<file path="config.mk">
export PLATFORM = sky130hd
export DESIGN_NAME = imem_boot_fetch
export DESIGN_NICKNAME = d
export VERILOG_FILES = /design/src/rtl/imem_pkg.sv /design/src/rtl/imem_ram.sv /design/src/rtl/imem_boot_fetch.sv
export SDC_FILE = /design/constraint.sdc
export NUM_CORES = 2
export LEC_CHECK = 0
export ABC_AREA = 1
export ABC_CLOCK_PERIOD_IN_PS = 3300
export CAP_MARGIN = 20
export CELL_PAD_IN_SITES_DETAIL_PLACEMENT = 1
export CELL_PAD_IN_SITES_GLOBAL_PLACEMENT = 2
export CORE_AREA = 2 2 463 465
export CTS_BUF_LIST = sky130_fd_sc_hd__clkbuf_4 sky130_fd_sc_hd__clkbuf_8 sky130_fd_sc_hd__clkbuf_16
export DETAILED_ROUTE_END_ITERATION = 12
export DIE_AREA = 0 0 465 467
export DONT_BUFFER_PORTS = 1
export MAX_ROUTING_LAYER = met4
export PLACE_DENSITY = 0.84
export RECOVER_POWER = 100
export SETUP_SLACK_MARGIN = 0.2
export SYNTH_ARGS = -nofsm -noshare
export SYNTH_HDL_FRONTEND = slang
export SYNTH_SLANG_ARGS = --single-unit
</file>
<file path="constraint.sdc">
create_clock -name clk -period 3.3 [get_ports clk]
set_clock_uncertainty 0.05 [all_clocks]
set_input_delay 0.66 -clock clk [delete_from_list [all_inputs] [get_ports clk]]
set_output_delay 0.66 -clock clk [all_outputs]
set_load 0.01 [all_outputs]
</file>
<file path="src/rtl/imem_pkg.sv">
// rtl/imem_pkg.sv - shared states and constants for the boot-fetch instruction memory
package imem_pkg;

  typedef enum logic [1:0] {
    CLEAR = 2'd0,
    LOAD  = 2'd1,
    RUN   = 2'd2
  } state_e;

  localparam logic [31:0] NOP_INSTR      = 32'h0000_0013;
  localparam int          FAULT_MISALIGN = 0;
  localparam int          FAULT_RANGE    = 1;

endpackage

</file>
<file path="src/rtl/imem_ram.sv">
// rtl/imem_ram.sv - DEPTH x XLEN array, one write port, one registered read port
module imem_ram #(
  parameter int XLEN  = 32,
  parameter int DEPTH = 64,
  parameter int AW    = $clog2(DEPTH)
) (
  input  logic            clk,
  input  logic            rst_n,
  input  logic            we_i,
  input  logic [AW-1:0]   waddr_i,
  input  logic [XLEN-1:0] wdata_i,
  input  logic            re_i,
  input  logic [AW-1:0]   raddr_i,
  output logic [XLEN-1:0] rdata_o
);

  logic [XLEN-1:0] mem_q [DEPTH];
  logic [XLEN-1:0] rdata_q;

  // The array itself is never reset; the boot sequence zeroes it word by word.
  always_ff @(posedge clk) begin
    if (we_i) begin
      mem_q[waddr_i] <= wdata_i;
    end
  end

  always_ff @(posedge clk) begin
    if (!rst_n) begin
      rdata_q <= '0;
    end else if (re_i) begin
      rdata_q <= mem_q[raddr_i];
    end
  end

  assign rdata_o = rdata_q;

endmodule

</file>
<file path="src/rtl/imem_boot_fetch.sv">
// rtl/imem_boot_fetch.sv - instruction memory with clear/load boot sequence and registered fetch port
module imem_boot_fetch
  import imem_pkg::*;
#(
  parameter int XLEN  = 32,
  parameter int DEPTH = 64
) (
  input  logic                     clk,
  input  logic                     rst_n,
  input  logic                     ld_valid,
  output logic                     ld_ready,
  input  logic [$clog2(DEPTH)-1:0] ld_addr,
  input  logic [XLEN-1:0]          ld_data,
  input  logic                     ld_last,
  output logic                     boot_done,
  input  logic                     req_valid,
  output logic                     req_ready,
  input  logic [31:0]              req_addr,
  output logic                     rsp_valid,
  input  logic                     rsp_ready,
  output logic [XLEN-1:0]          rsp_instr,
  output logic [1:0]               rsp_fault
);

  localparam int AW = $clog2(DEPTH);

  state_e          state_q;
  logic [AW-1:0]   clr_idx_q;
  logic            ld_ready_q;
  logic            run_q;
  logic            rsp_valid_q;
  logic [1:0]      rsp_fault_q;
  logic [1:0]      fault_d;
  logic            accept;
  logic            wr_en;
  logic [AW-1:0]   wr_addr;
  logic [XLEN-1:0] wr_data;
  logic [XLEN-1:0] ram_rdata;

  always_ff @(posedge clk) begin
    if (!rst_n) begin
      state_q    <= CLEAR;
      clr_idx_q  <= '0;
      ld_ready_q <= 1'b0;
      run_q      <= 1'b0;
    end else begin
      case (state_q)
        CLEAR: begin
          clr_idx_q <= clr_idx_q + AW'(1);
          if (clr_idx_q == AW'(DEPTH - 1)) begin
            state_q    <= LOAD;
            ld_ready_q <= 1'b1;
          end
        end
        LOAD: begin
          if (ld_valid && ld_last) begin
            state_q    <= RUN;
            ld_ready_q <= 1'b0;
            run_q      <= 1'b1;
          end
        end
        RUN: begin
          state_q <= RUN;
        end
        default: begin
          state_q    <= CLEAR;
          clr_idx_q  <= '0;
          ld_ready_q <= 1'b0;
          run_q      <= 1'b0;
        end
      endcase
    end
  end

  // Clear and load share the single write port; RUN never writes.
  always_comb begin
    wr_en   = 1'b0;
    wr_addr = '0;
    wr_data = '0;
    case (state_q)
      CLEAR: begin
        wr_en   = 1'b1;
        wr_addr = clr_idx_q;
      end
      LOAD: begin
        wr_en   = ld_valid;
        wr_addr = ld_addr;
        wr_data = ld_data;
      end
      default: begin
        wr_en = 1'b0;
      end
    endcase
  end

  assign req_ready = run_q && (!rsp_valid_q || rsp_ready);
  assign accept    = req_valid && req_ready;

  always_comb begin
    fault_d                 = '0;
    fault_d[FAULT_MISALIGN] = |req_addr[1:0];
    fault_d[FAULT_RANGE]    = |req_addr[31:AW+2];
  end

  always_ff @(posedge clk) begin
    if (!rst_n) begin
      rsp_valid_q <= 1'b0;
      rsp_fault_q <= '0;
    end else if (accept) begin
      rsp_valid_q <= 1'b1;
      rsp_fault_q <= fault_d;
    end else if (rsp_ready) begin
      rsp_valid_q <= 1'b0;
    end
  end

  imem_ram #(
    .XLEN  (XLEN),
    .DEPTH (DEPTH),
    .AW    (AW)
  ) u_ram (
    .clk     (clk),
    .rst_n   (rst_n),
    .we_i    (wr_en),
    .waddr_i (wr_addr),
    .wdata_i (wr_data),
    .re_i    (accept),
    .raddr_i (req_addr[AW+1:2]),
    .rdata_o (ram_rdata)
  );

  assign ld_ready  = ld_ready_q;
  assign boot_done = run_q;
  assign rsp_valid = rsp_valid_q;
  assign rsp_fault = rsp_fault_q;
  // A faulted fetch still reads the RAM, but the word is masked by the registered fault.
  assign rsp_instr = (|rsp_fault_q) ? XLEN'(NOP_INSTR) : ram_rdata;

endmodule

</file>
**Yosys cells after proc, flatten, opt, wreduce, memory -nomap -nowiden**

Memory sizes are Yosys's and may differ from the RTL's. A register that Yosys moved wholly into a read port is not among the register bits.
Cells that the tools add are included.

- Flip-flop bits (word level): 13
- Latch bits: 0
- Memory bits (writable): 2048
- ROM bits: 0
- Bits of input ports: 76
- Output and inout bits: 38
- Word-level logic and storage cells: 48
- Memories: 1

- Add/sub/neg operators: 1
- Multiply operators: 0
- Divide/modulo/power cells: 0
- $lt $le $gt $ge: 0
- Equality and inequality tests: 5
- Shifts and indexed selects: 0
- Mux-type cells: 17
- Bitwise operators: 2
- Reduce and logical (&&, ||, !) cells: 16

Memory list:

| name | words | bits a word | read ports | clocked after memory_dff | wr ports | RTL line | text |
|---|---|---|---|---|---|---|---|
| u_ram.mem_q | 64 | 32 | 1 | 1 | 1 | imem_ram.sv:17 | `logic [XLEN-1:0] mem_q [DEPTH];` |

Operators with widths:

| cell | count |
|---|---|
| $mux W32 | 2 |
| $pmux W6 S2 | 2 |
| $reduce_or A24 Y1 | 1 |
| $reduce_or A2 Y1 | 4 |
| $mux W1 | 7 |
| $add A6 B1 Y6 const B | 1 |
| $eq A6 B6 Y1 const B | 1 |
| $pmux W2 S3 | 1 |
| $mux W2 | 2 |
| $ne A2 B2 Y1 const B | 2 |
| $pmux W1 S2 | 2 |
| $reduce_and A2 Y1 | 2 |
| $logic_and A1 B1 Y1 | 3 |
| $pmux W1 S3 | 1 |
| $reduce_and A3 Y1 | 1 |
| $eq A2 B1 Y1 const B | 1 |
| $eq A2 B2 Y1 const B | 1 |
| $logic_not A1 Y1 | 2 |
| $logic_not A2 Y1 | 1 |
| $not A1 Y1 | 2 |
| $reduce_bool A2 Y1 | 1 |
| $logic_or A1 B1 Y1 | 1 |

**Depth between registers and ports, before layout**

- Depth after elaboration: 5
- Gate-level depth with buffers: 15
- Mapped depth without buffers: 11

**Cells and area by module**

A second synthesis with hierarchy kept.

- Cells, all modules: 7153
- Area, all modules: 84633.7 um^2

By module, submodules not included:

| module | instances | cells an instance | area an instance (um^2) | seq. area each (um^2) |
|---|---|---|---|---|
| imem_ram | 1 | 6888 | 83284.9 | 62139.6 |
| imem_boot_fetch | 1 | 265 | 1348.8 | 260.2 |

**Worst setup path before layout**

Ideal clock, no wire load.

- Path type: reg2reg
- Start: register state_q[0]
- End: memory u_ram.mem_q[56][0] (enable)
- Library setup time: 0.421 ns
- Data arrival time: 2.868 ns
- Data required time: 2.829 ns
- Path slack: -0.039 ns
- Cell stages (with the launch flop): 11
- Buffers on the path: 0
- Period minus slack after synthesis: 3.339 ns
- Cells stage by stage: dfxtp_1 > inv_1 > ha_1 > inv_1 > nor2_2 > inv_1 > o22ai_1 > inv_1 > nor2_1 > nand2_1 > nor2_1

- Cells in the longest elaborated chain, start to end: 4
- Elaborated cells on any way between the ends: 6
- Classes of those cells: eq/ne (1); mux (4); reduce/logical (1)

RTL lines:

| item | RTL line | text |
|---|---|---|
| from (decl) | imem_boot_fetch.sv:27 | `state_e state_q;` |
| from (signal assigned) | imem_boot_fetch.sv:42 | `state_q <= CLEAR;` |
| from (signal assigned) | imem_boot_fetch.sv:51 | `state_q <= LOAD;` |
| from (signal assigned) | imem_boot_fetch.sv:57 | `state_q <= RUN;` |
| $eq A2 B1 Y1 / $logic_not A2 Y1 (equally long branches) | imem_boot_fetch.sv:80 | `case (state_q)` |
| $pmux W1 S2 | imem_boot_fetch.sv:80 |  |
| $mux W1 | imem_ram.sv:22 | `if (we_i) begin` |
| $mux W1 (implied by the code) | imem_ram.sv:23 | `mem_q[waddr_i] <= wdata_i;` |
| to (decl) | imem_ram.sv:17 |  |

Several ways; a longest one is shown, not always the timed one.

==> results.md <==
* Final nets at ~7300
* Syn_nets at 7176
* Post-place setup slack at -0.111 ns
* Die width at 465 um
* Gp weighted congestion at approximately 0.85
* Final Max Tran Viols at 594
* Initial antenna violation count at 13
* Commonest cells after routing, fill and taps aside: 2263 x nand2_1, 2048 x edfxtp_1, 1959 x nand3_1
* CTS buffer count at 204
* Worst vdd ir at 0.000987 V
* ANT nets after route at 0
* Max incr delay on CP at 0.96 ns
* CP max FO at about 1000
* Layout cell share with drive strength beyond 1 at 0.110
* Die Height at 467 um
* First-pass GRT wire length at 418 mm
* Via count at ~59000
* Leak at about 35 nW
* Syn Inst Count at 7095
* Rows at 169
* Initial Util at 0.399
* All-Layer GR Usage at 0.270
* Ys Warns at 0
* Root buffer cell: clkbuf_16
* Synthesized cell area at roughly 0.084 sq mm
* Failing checks: slew limit, setup timing
* Worst-path cell chain: nand2_1, nand3_1, nand3_1, nand3_1, nand3_1, nand2_1, nand2_1, nand3_1, nand2_1, inv_1
* DRT Pass-1 Iters at 6
* Die area at between 0.2 and 0.25 sq mm
* Final worst-path cycle share at 1.34
* Clock buffer depth at 3
* Pwr Density at 658 mW/mm^2
* Worst Setup Path Type: in2reg
* IO Pins at between 100 and 150
* Area Overhead vs Synth at 16.3%
* Starting DRT DRC Count at around 6700
* Crit path capture type: register
* Core region area at around 0.21 sq mm
* # port buffers at 0
* Cell taking the most area after synthesis: edfxtp_1
* Vias/cell at around 5.8
* Worst Tran Pin Value at about 5 ns
* Routed WL per cell at 28.3 um
* Number of synthesized register bits at 2093
* H-Tree Depth at 4
* Min Tclk post-route at ~4.4 ns
* Reg clk slew, reported paths at ~0.060 ns
* Synthesized area per cell at about 12 sq um
* Clock Latency Late Sink at 0.87 ns
* Rel. slew slack at -2.26
* Crit start category: input port
* Number of global-route vias before repair at about 60000
* WP data required at ~4.0 ns
* CP dominant cell by count: nand3_1
* Delay-heaviest family, CP: simple AND/OR/NAND/NOR gates
* WP data arrival at 5.09 ns
* Seq/Total Area, Yosys at 0.740
* Endpoints failing hold at 0
* CTS tree: built
* Final worst slack at -1.11 ns
* Slowest cell on crit path: nand2_1
* Most common cell after layout, fill and taps aside: nand2_1
* Grt total ovfl at 0
* Max cap viols at 0
* Largest net degree at the start of global routing at roughly 1000
* Detailed-route wire length at 290 mm
* Maximum clock frequency at roughly 230 MHz
* Synth top area cells: edfxtp_1 73%, nand3_1 12%, nand2_1 10%
* Status: complete, but fails checks
* Final count of negative-setup-slack endpoints at 31
* Area share of the largest cell type after synthesis at 0.729
* WP buf/inv at 1
* Total Power at between 0.06 and 0.07 W
* Post-synth cell types at 27
* Min-delay worst type: in2reg
* Dpl hpwl at approximately 160 mm
* # DRC at 0
* Clk sinks at around 2100
## final cells by class
class,instances,area (sq um)
Sequential cell,2093,62400
Clock inverter,127,1160
Multi-Input combinational cell,4414,19700
Inverter,127,513
Antenna cell,12,30.0
Tap cell,2821,3530
Fill cell,21800,114000
Clock buffer,254,5520
Timing Repair Buffer,401,5300
## metrics by stage
step / setup TNS, ns / std cells / utilization / hold slack (ns) / instance area [sq um]
floorplan: -32.51 / 7095 / - / 0.413 / 84400
global placement: -0.695 / 9782 / 0.428 / 0.426 / 90700
detailed placement: -0.719 / 9783 / 0.428 / 0.446 / 90700
CTS: 0 / 10200 / 0.463 / 0.00000405 / 98000
global route: -0.427 / 10200 / 0.464 / 0.0425 / 98100
finish: -21.90 / 10200 / 0.464 / 0.0656 / 98200
## cell usage after synthesis
| master | instances |
|---|---|
| a211oi_1 | 2 |
| a21oi_1 | 40 |
| a22oi_1 | 1 |
| buf_1 | 26 |
| buf_2 | 309 |
| buf_4 | 35 |
| buf_6 | 7 |
| clkbuf_1 | 85 |
| clkinv_1 | 2 |
| dfxtp_1 | 45 |
| edfxtp_1 | 2048 |
| ha_1 | 5 |
| inv_1 | 122 |
| inv_2 | 2 |
| inv_4 | 1 |
| nand2_1 | 2264 |
| nand3_1 | 1959 |
| nand4_1 | 9 |
| nor2_1 | 110 |
| nor2_2 | 1 |
| nor3_1 | 4 |
| nor4_1 | 6 |
| o21ai_0 | 6 |
| o21ai_1 | 1 |
| o221ai_1 | 1 |
| o22ai_1 | 2 |
| xor2_1 | 2 |
## path summary, 6_finish.rpt
| kind | from | endpoint | slack (ns) | cells past startpoint |
|---|---|---|---|---|
| min reg2reg | clr_idx_q[0]$_SDFFE_PN0N_ | clr_idx_q[0]$_SDFFE_PN0N_ | 0.45 | 2 |
| max reg2reg | state_q[1]$_SDFFE_PN0P_ | u_ram.mem_q[43][4]$_DFFE_PP_ | 0.23 | 6 |
| max | req_addr[2] | u_ram.rdata_o[3]$_SDFFE_PN0P_ | -1.11 | 10 |
| min | rst_n | clr_idx_q[1]$_SDFFE_PN0N_ | 0.07 | 2 |
## cell families (layout without fill, tap and decap cells)
family / after synthesis / count (layout) / synth area share
and+or+nand+nor: 4353 / 4354 / 0.223
adders and majority gates: 5 / 5 / 0.000741
other: 0 / 12 / 0
AOI/OAI and AO/OA: 53 / 53 / 0.00331
buffers and inverters: 589 / 909 / 0.0330
xor gates and xnor gates: 2 / 2 / 0.000208
DFF: 2093 / 2093 / 0.740
## per-layer routing
metal / up-vias / share of wire / track usage
met5: - / 0 / -
met4: 0 / 0.050 / 0.121
met3: 585 / 0.073 / 0.0325
met2: 2661 / 0.47 / 0.427
met1: 30700 / 0.41 / 0.351
li1: 25400 / - / -
## state kept, by name, indices dropped and copies added, names as in the netlist
| register | cells |
|---|---|
| u_ram.rdata_o | 32 |
| rsp_valid | 1 |
| state_q | 2 |
| clr_idx_q | 6 |
| u_ram.mem_q | 2048 |
| rsp_fault | 2 |
| ld_ready | 1 |
| boot_done | 1 |
## power by group
part / internal, W / switching, W / total, W
Sequential: 0.0319 / 0.000256 / 0.0321
Clock: 0.0133 / 0.0103 / 0.0236
Combinational: 0.00220 / 0.00670 / 0.00890
Total: 0.0474 / 0.0172 / 0.0646
## repair_timing
item | CTS | global route
hold buffers | 12 | 0
gates resized for setup | 1 | 6
buffers inserted | 39 | 19
setup endpoints to repair | 255 | 236
hold endpoints to repair | 24 | 0
pin swaps | 15 | 6
gates cloned | 1 | 2
Note: power is estimated with default switching activity, not from simulation.
